`src/rtl/fifo_drain_ctrl_if.sv`:
```
// FIFO read-side and downstream stream signals of fifo_drain_ctrl.
// master: the drain controller. slave: the FIFO/consumer side.
interface fifo_drain_ctrl_if #(
  parameter int DATA_WIDTH = 8
);
  logic                  fifo_empty;
  logic [DATA_WIDTH-1:0] fifo_rdata;
  logic                  fifo_rden;
  logic                  o_valid;
  logic                  i_ready;
  logic [DATA_WIDTH-1:0] o_data;

  modport master (
    input  fifo_empty, fifo_rdata, i_ready,
    output fifo_rden, o_valid, o_data
  );

  modport slave (
    output fifo_empty, fifo_rdata, i_ready,
    input  fifo_rden, o_valid, o_data
  );
endinterface

```
`src/rtl/fifo_drain_ctrl.sv`:
```
// Read-side controller for the 8-deep single-clock FIFO: unloads a programmed
// burst of words, absorbs the FIFO's 1-cycle read latency with a 2-entry skid
// buffer and presents the words on a valid/ready stream.
// Optional feature: define FIFO_DRAIN_STALL_CNT_EN to build the back-pressure
// stall counter; otherwise stall_cnt is tied to 0.
//
// state | meaning
// IDLE  | waiting for start
// RUN   | issuing FIFO reads until len_q words have been requested
// FLUSH | all reads issued; waiting for in-flight word and buffer to drain
// DONE  | one-cycle done pulse, then back to IDLE
module fifo_drain_ctrl #(
  parameter int DATA_WIDTH = 8,
  parameter int LEN_WIDTH  = 8,
  parameter int CNT_WIDTH  = 16
) (
  input  logic                 clk,
  input  logic                 rst_n,
  input  logic                 start,
  input  logic [LEN_WIDTH-1:0] i_len,
  fifo_drain_ctrl_if.master    dif,
  output logic                 busy,
  output logic                 done,
  output logic [CNT_WIDTH-1:0] stall_cnt
);

  typedef enum logic [1:0] {S_IDLE, S_RUN, S_FLUSH, S_DONE} state_t;

  state_t                state_q, state_d;
  logic [LEN_WIDTH-1:0]  len_q;
  logic [LEN_WIDTH-1:0]  issued_q;
  logic                  inflight_q;
  logic [DATA_WIDTH-1:0] buf_q [2];
  logic [1:0]            buf_cnt_q;

  logic       start_acc;
  logic       valid;
  logic       pop;
  logic [1:0] occ;
  logic       rden;
  logic       last_read;
  logic       drained;

  // Handshake, credit and read-issue decode.
  // The credit counts the pop happening this cycle so a word leaving the
  // buffer frees its slot immediately; this keeps one read per cycle under
  // full throughput while still bounding buffer + in-flight at 2.
  always_comb begin
    start_acc = (state_q == S_IDLE) && start;
    valid     = (buf_cnt_q != 2'd0);
    pop       = valid && dif.i_ready;
    occ       = buf_cnt_q + {1'b0, inflight_q} - {1'b0, pop};
    rden      = (state_q == S_RUN) && !dif.fifo_empty &&
                (issued_q < len_q) && (occ < 2'd2);
    last_read = rden && (issued_q == len_q - 1'b1);
    drained   = !inflight_q &&
                ((buf_cnt_q == 2'd0) || ((buf_cnt_q == 2'd1) && pop));
  end

  // Next-state and status outputs.
  always_comb begin
    state_d = state_q;
    busy    = 1'b0;
    done    = 1'b0;
    case (state_q)
      S_IDLE: begin
        if (start) state_d = (i_len != '0) ? S_RUN : S_DONE;
      end
      S_RUN: begin
        busy = 1'b1;
        if (last_read) state_d = S_FLUSH;
      end
      S_FLUSH: begin
        busy = 1'b1;
        if (drained) state_d = S_DONE;
      end
      S_DONE: begin
        done    = 1'b1;
        state_d = S_IDLE;
      end
      default: state_d = S_IDLE;
    endcase
  end

  // State register.
  always_ff @(posedge clk) begin
    if (!rst_n) state_q <= S_IDLE;
    else        state_q <= state_d;
  end

  // Burst length, issued-read counter and in-flight flag.
  always_ff @(posedge clk) begin
    if (!rst_n) begin
      len_q      <= '0;
      issued_q   <= '0;
      inflight_q <= 1'b0;
    end else begin
      inflight_q <= rden;
      if (start_acc) begin
        len_q    <= i_len;
        issued_q <= '0;
      end else if (rden) begin
        issued_q <= issued_q + 1'b1;
      end
    end
  end

  // Skid buffer: entry 0 is the head; the FIFO word lands the cycle after rden.
  always_ff @(posedge clk) begin
    if (!rst_n) begin
      buf_q[0]  <= '0;
      buf_q[1]  <= '0;
      buf_cnt_q <= 2'd0;
    end else begin
      case ({inflight_q, pop})
        2'b10: begin
          buf_q[buf_cnt_q[0]] <= dif.fifo_rdata;
          buf_cnt_q           <= buf_cnt_q + 2'd1;
        end
        2'b01: begin
          buf_q[0]  <= buf_q[1];
          buf_cnt_q <= buf_cnt_q - 2'd1;
        end
        2'b11: begin
          if (buf_cnt_q == 2'd1) begin
            buf_q[0] <= dif.fifo_rdata;
          end else begin
            buf_q[0] <= buf_q[1];
            buf_q[1] <= dif.fifo_rdata;
          end
        end
        default: ;
      endcase
    end
  end

  assign dif.fifo_rden = rden;
  assign dif.o_valid   = valid;
  assign dif.o_data    = buf_q[0];

`ifdef FIFO_DRAIN_STALL_CNT_EN
  logic [CNT_WIDTH-1:0] stall_q;

  // Saturating count of cycles where the consumer holds off a valid word.
  always_ff @(posedge clk) begin
    if (!rst_n)                                       stall_q <= '0;
    else if (start_acc)                               stall_q <= '0;
    else if (valid && !dif.i_ready && (stall_q != '1)) stall_q <= stall_q + 1'b1;
  end

  assign stall_cnt = stall_q;
`else
  assign stall_cnt = '0;
`endif

endmodule
```
`src/flat_wrapper.sv`:
```
// flat-port wrapper written by rule: the top's interface ports become plain ports
module fifo_drain_ctrl_flat 
#(
  parameter int DATA_WIDTH = 8,
  parameter int LEN_WIDTH  = 8,
  parameter int CNT_WIDTH  = 16
)
  (clk, rst_n, start, i_len, busy, done, stall_cnt, dif_fifo_empty, dif_fifo_rdata, dif_i_ready, dif_fifo_rden, dif_o_valid, dif_o_data);
  fifo_drain_ctrl_if #(.DATA_WIDTH(DATA_WIDTH)) dif_i ();
  input  logic clk;
  input  logic rst_n;
  input  logic start;
  input  logic [LEN_WIDTH-1:0] i_len;
  output logic busy;
  output logic done;
  output logic [CNT_WIDTH-1:0] stall_cnt;
  input wire logic [$bits(dif_i.fifo_empty)-1:0] dif_fifo_empty;
  input wire logic [$bits(dif_i.fifo_rdata)-1:0] dif_fifo_rdata;
  input wire logic [$bits(dif_i.i_ready)-1:0] dif_i_ready;
  output wire logic [$bits(dif_i.fifo_rden)-1:0] dif_fifo_rden;
  output wire logic [$bits(dif_i.o_valid)-1:0] dif_o_valid;
  output wire logic [$bits(dif_i.o_data)-1:0] dif_o_data;
  assign dif_i.fifo_empty = dif_fifo_empty;
  assign dif_i.fifo_rdata = dif_fifo_rdata;
  assign dif_i.i_ready = dif_i_ready;
  assign dif_fifo_rden = dif_i.fifo_rden;
  assign dif_o_valid = dif_i.o_valid;
  assign dif_o_data = dif_i.o_data;
  fifo_drain_ctrl #(.DATA_WIDTH(DATA_WIDTH), .LEN_WIDTH(LEN_WIDTH), .CNT_WIDTH(CNT_WIDTH)) u_core (.clk(clk), .rst_n(rst_n), .start(start), .i_len(i_len), .dif(dif_i), .busy(busy), .done(done), .stall_cnt(stall_cnt));
endmodule
```
`config.mk`:
```
export PLATFORM = sky130hd
export DESIGN_NAME = fifo_drain_ctrl_flat
export DESIGN_NICKNAME = d
export VERILOG_FILES = /design/src/rtl/fifo_drain_ctrl_if.sv /design/src/rtl/fifo_drain_ctrl.sv /design/src/flat_wrapper.sv
export SDC_FILE = /design/constraint.sdc
export NUM_CORES = 1
export LEC_CHECK = 0
export CAP_MARGIN = 20
export CORE_ASPECT_RATIO = 0.9
export CORE_MARGIN = 3
export CORE_UTILIZATION = 30
export CTS_BUF_LIST = sky130_fd_sc_hd__clkbuf_16
export DETAILED_ROUTE_END_ITERATION = 12
export PLACE_DENSITY_LB_ADDON = 0.1
export SLEW_MARGIN = 25
export SYNTH_ARGS = -nofsm -noshare
export SYNTH_HDL_FRONTEND = slang
export SYNTH_SLANG_ARGS = --single-unit
```
`constraint.sdc`:
```
create_clock -name clk -period 3.7 [get_ports clk]
set_input_delay 0.74 -clock clk [delete_from_list [all_inputs] [get_ports clk]]
set_output_delay 0.74 -clock clk [all_outputs]
set_load 0.02 [all_outputs]
```
[Word-level counts from Yosys, hierarchy flattened]
Memory sizes are Yosys's and may differ from the RTL's.
Cells that the tools add are included.
Storage, ports and cells
  memories: 1
  memory bits (writable): 16
  input bits: 21
  bits in read-only memories: 0
  output and inout port bits: 28
  latch bits: 0
  flip-flop bits (word level): 21
  word-level logic and storage cells: 80
Operators by class
  bitwise gates (word level): 5
  order comparisons: 2
  multiplexer cells: 30
  reductions and logical operators: 20
  multipliers: 0
  shift-type cells: 0
  divide/modulo/power cells: 0
  eq/ne operators: 11
  $add $sub $neg: 6
Memories
  u_core.buf_q: depth 2, bits a word 8, read ports 2, clocked after Yosys merged registers in 0, write ports 2, RTL line fifo_drain_ctrl.sv:33  | logic [DATA_WIDTH-1:0] buf_q [2];
Operators by type and width (number)
  8-bit 2-to-1 mux: 5
  1-bit 2-to-1 mux: 19
  8-bit by 1-bit adder with 8-bit output (second input constant): 1
  2-bit == test (second input constant): 4
  8-bit == test: 1
  1-bit logical AND: 8
  8-bit < comparator: 1
  2-bit 2-to-1 mux: 4
  2-bit one-hot mux with 4 select lines: 1
  8-bit nonzero test: 1
  8-bit OR reduction: 1
  8-bit by 1-bit subtractor with 8-bit output (second input constant): 1
  2-bit by 1-bit == test with 1-bit output (second input constant): 3
  2-bit logical NOT: 2
  2-bit by 1-bit != test with 1-bit output (second input constant): 2
  1-bit OR: 4
  2-bit one-hot mux with 2 select lines: 1
  2-bit nonzero test: 2
  2-bit OR reduction: 2
  3-bit AND reduction: 1
  2-bit by 1-bit adder with 2-bit output: 1
  2-bit by 1-bit adder with 2-bit output (second input constant): 1
  1-bit logical NOT: 2
  2-bit < comparator (second input constant): 1
  5 further kinds: 5

[Depth between registers and ports, before layout]
  word-level depth: 10
  mapped depth: 12
  mapped depth without buffers: 12

[Worst setup path after synthesis]
OpenSTA, ideal clock, no wires.
  kind: register to output
  from: reg u_core.buf_cnt_q[0]
  to: out dif_fifo_rden
  setup slack: 0.940 ns
  path buffers: 0
  arrival time: 2.020 ns
  data required time: 2.960 ns
  stages on the path, launching flop included: 12
  cells stage by stage: dfxtp_1 > inv_1 > ha_1 > inv_1 > nand2_1 > inv_1 > ha_1 > nor2b_1 > xnor2_1 > and2b_1 > nand2_1 > inv_1
On the way
  longest elaborated chain between the ends: 5
  elaborated cells between the ends (all ways): 6
  those cells by class: add/sub (2); order compare (1); reduce/logical (3)
Ends and longest elaborated chain
  start, declared: RTL line fifo_drain_ctrl.sv:34  | logic [1:0] buf_cnt_q;
  start signal, assigned: RTL line fifo_drain_ctrl.sv:118  | buf_cnt_q <= buf_cnt_q + 2'd1;
  start signal, assigned: RTL line fifo_drain_ctrl.sv:122  | buf_cnt_q <= buf_cnt_q - 2'd1;
  2-bit nonzero test: RTL line fifo_drain_ctrl.sv:50  | valid = (buf_cnt_q != 2'd0);
  named net dif_o_valid: RTL line flat_wrapper.sv:21  | output wire logic [$bits(dif_i.o_valid)-1:0] dif_o_valid;
  1-bit logical AND: RTL line fifo_drain_ctrl.sv:51  | pop = valid && dif.i_ready;
  2-bit by 1-bit subtractor with 2-bit output: RTL line fifo_drain_ctrl.sv:52  | occ = buf_cnt_q + {1'b0, inflight_q} - {1'b0, pop};
  2-bit < comparator: RTL line fifo_drain_ctrl.sv:54  | (issued_q < len_q) && (occ < 2'd2);
  1-bit logical AND: RTL line fifo_drain_ctrl.sv:54
  end, declared: RTL line flat_wrapper.sv:20  | output wire logic [$bits(dif_i.fifo_rden)-1:0] dif_fifo_rden;
The timed path passes the listed nets, and every way through them passes these cells.

[Final worst setup path]
  from: in dif_i_ready
  to: out dif_fifo_rden
On the way
  longest elaborated chain between the ends: 4
Ends and longest elaborated chain
  start, declared: RTL line flat_wrapper.sv:19  | input wire logic [$bits(dif_i.i_ready)-1:0] dif_i_ready;
  1-bit logical AND: RTL line fifo_drain_ctrl.sv:51
  2-bit by 1-bit subtractor with 2-bit output: RTL line fifo_drain_ctrl.sv:52
  2-bit < comparator: RTL line fifo_drain_ctrl.sv:54
  1-bit logical AND: RTL line fifo_drain_ctrl.sv:54
Every way passes these cells.

==> results.tsv <==
stage	metric	value	unit
worst_setup_path	worstPathMaxFanout	2	
detailed_routing	via_per_inst	4.66	
cts	tritoncts	done	
sta	final.setup_skew	0.00516	ns
worst_setup_path	r2r_start	u_core.buf_cnt_q[0]	
worst_setup_path	required	2.96	ns
worst_setup_path	crit_type	input port to output pin	
die	core_area	0.00762	mm2
sta	slew_viol_final	0	
worst_hold_path	min_from	u_core.len_q[7]	
cells_and_area	area_growth	22.5	%
detailed_routing	wl_per_cell	13.2	um
synth	ys_seq_elements	37	
grt	grt_pass1_wl	8960	um
placement	dpl.hpwl	4050	um
cells_and_area	nNetsFinal	344	
synth	synthArstFlopShare	0	%
worst_hold_path	whs_endpoint	u_core.len_q[7]	
detailed_routing	ant_nets	0	
sta	rsz0062_at_grt	false	
synth	muxShareOfSynthArea	0.419	%
die	dieArea	0.00907	mm2
cells_and_area	layout_common_cells	31 x clkdlybuf4s50_1, 26 x nor2_1, 21 x dfxtp_1	
job	maxCapViolCount	0	
sta	fmax	0.307	GHz
worst_setup_path	rr_worst_depth	13	
cells_and_area	final_common_cell	clkdlybuf4s50_1	
synth	synth-edff-count	16	
synth	synth_xor_area_share	6.23	%
cts	ctsHoldBuffers	0	
synth	synth_top_area_share	20.1	%
detailed_routing	firstDrtPassIters	4	
pwr	p_int	0.00115	W
pwr	p_leak	1.20	nW
cells_and_area	insertedDiodeCount	0	
cts	cts_buffers	5	
sta	post-route-period-util	88.2	%
pwr	cellPowerDensity	608	mW/mm2
detailed_routing	wirelength	5270	um
sta	min_period	3.26	ns
detailed_routing	first_iter_violations	90	
detailed_routing	vias	1863	
worst_hold_path	hold_depth	2	
synth	synth_top_family_by_area	simple AND/OR/NAND/NOR gates	
die	io_pins	49	
synth	synth.largest_area_cell	edfxtp_1	
sta	worstMarginPinSlew	0.654	ns
placement	io_buffers	32	
cells_and_area	fin_cells	400	
cts	cts-root-buf	clkbuf_16	
synth	synth-simple-area-share	21.4	%
pwr	comb_power_share	41.4	%
pwr	p_sw	0.000635	W
synth	yosys_most_used_dff	dfxtp_1	
die	floorplan.initialDensity	31.3	%
grt	track_usage	12.3	%
placement	place_congestion	0.762	
sta	finalHoldViolations	0	
grt	grt_overflow	0	
cells_and_area	layout-drive-gt1-share	5.59	%
grt	grt_pass1_vias	1790	
cts	insertion_delay	0.28	ns
synth	synthTopCellsByArea	edfxtp_1 20%, dfxtp_1 18%, ha_1 10%	
synth	ys_warn_count	0	
worst_hold_path	hold_path_class	register to register	
synth	synth_fa_ha_area_share	10.5	%
run_status	status	finished clean	
die	die_w	100	um
worst_setup_path	endpoint_kind	output pin	
pwr	power_frac_seq	31.5	%
pwr	irDropWorstVdd	0.394	mV
synth	netlist_area	0.00239	mm2
pwr	swShare	35.7	%
worst_setup_path	r2r_end	u_core.issued_q[7]	
synth	yosysSeqAreaShare	37.7	%
placement	dp.cells	392	
detailed_routing	route.detailed.drc	0	
cts	clock_sinks	37	
sta	slew_headroom	56.3	%
grt	antenna_found_initial	0	
synth	synthCells	269	
synth	yosysUniqueCellTypes	45	
die	die_h	90.7	um
worst_setup_path	cp.arrival	2.52	ns
die	rows	30	
grt	grt_max_degree	16	
cts	cts_buffer_depth	2	
cts	clk_pin_slew	0.06	ns
sta	setup_viol	0	
synth	avgSynthCellArea	8.88	um2
worst_setup_path	reg2reg_setup_slack	1.15	ns
synth	synth_compound_area_share	13.8	%
cts	htree_levels	2	
sta	fin_tns_setup	0	ns
worst_setup_path	critPathLaunchType	input port	
pwr	p_clk_share	27.1	%
## synthesized netlist by cell type, types with 2 or more instances
master    number
nand4_1        7
nor2_1        26
dfxtp_1       21
a211oi_1       3
a211o_1        2
nor3_1         4
xnor2_1        6
ha_1          20
or4_1          2
a221oi_2       2
a21oi_1       20
nor2b_1        4
nand3_1       14
nand2b_1       4
clkbuf_1       3
nand2_1       18
buf_4         17
and2_1        11
o21bai_1       2
buf_2          4
xor2_1        11
o21ai_0       12
edfxtp_1      16
inv_1         19
## metrics by stage
stage / setup slack [ns] / util, % / hold WS, ns / cell area (um2) / power (W)
3_5_place_dp: 0.0208 / 36.2 / 0.489 / 2760 / 0.00131
6_report: 0.438 / 38.4 / 0.496 / 2930 / 0.00178
4_1_cts: 0.0183 / 38.4 / 0.501 / 2920 / 0.00180
2_1_floorplan: 0.940 / - / 0.461 / 2440 / 0.00108
5_1_grt: 0.271 / 38.4 / 0.533 / 2930 / 0.00190
3_3_place_gp: 0.0855 / 36.2 / 0.482 / 2760 / 0.00132
## worst max-delay path by stage
stage,startpoint,end,slack [ns],depth (start not counted)
CTS,dif_i_ready,dif_fifo_rden,0.02,10
detailed placement,dif_i_ready,dif_fifo_rden,0.02,10
global route,dif_i_ready,dif_fifo_rden,0.27,10
finish,dif_i_ready,dif_fifo_rden,0.44,10
global placement,dif_i_ready,dif_fifo_rden,0.09,10
floorplan,u_core.buf_cnt_q[0],dif_fifo_rden,0.94,11
## metal layers
metal / up-vias / GRT usage, % / share of wire, %
li1: 970 / - / -
met1: 852 / 18.2 / 52
met2: 36 / 17.8 / 43
met3: 5 / 2.55 / 3.5
met4: 0 / 3.70 / 1.0
met5: - / 0 / 0
## kinds of logic (layout without fill, tap and decap cells)
kind of cell	count (synthesis)	count (layout)
compound gates	50	50
xor+xnor	17	17
simple gates	99	99
buf+inv	44	64
fa+ha+maj	20	20
other cells	1	16
flops	37	37
mux	1	1
## final cells by class
cell class              instances  area, um2
multi-input cells             203       1310
well taps                      96        120
clock buffers                   5        125
clock inverters                 3       41.3
repair buffers                 36        353
flip-flops and latches         37        901
fillers                       770       4690
inverters                      20       75.1
## power groups by stage
stage	clock network [W]	registers, W	logic [W]
floorplan	0	0.000586	0.000497
global placement	0	0.000570	0.000747
detailed placement	0	0.000569	0.000742
CTS	0.000494	0.000561	0.000747
global route	0.000506	0.000572	0.000825
finish	0.000482	0.000560	0.000738
## worst max-delay path, cell delays in order
cell	delay [ns]
clkdlybuf4s50_1	0.47
nand2_1	0.08
inv_1	0.08
ha_1	0.24
nor2b_1	0.19
xnor2_1	0.15
and2b_1	0.19
nand2_1	0.10
inv_1	0.07
dlymetal6s2s_1	0.21
## registers in the layout (all words and copies together), names as in the netlist
register / count
u_core.buf_q: 16
u_core.issued_q: 8
u_core.len_q: 8
u_core.buf_cnt_q: 2
u_core.state_q: 2
u_core.inflight_q: 1
## repair_timing
item,4_1_cts,5_1_grt
buffers inserted,0,0
gates resized for setup,0,1
setup endpoints to repair,0,1
endpoints found under the hold margin,0,0
Power figures use the tool's default switching activity.
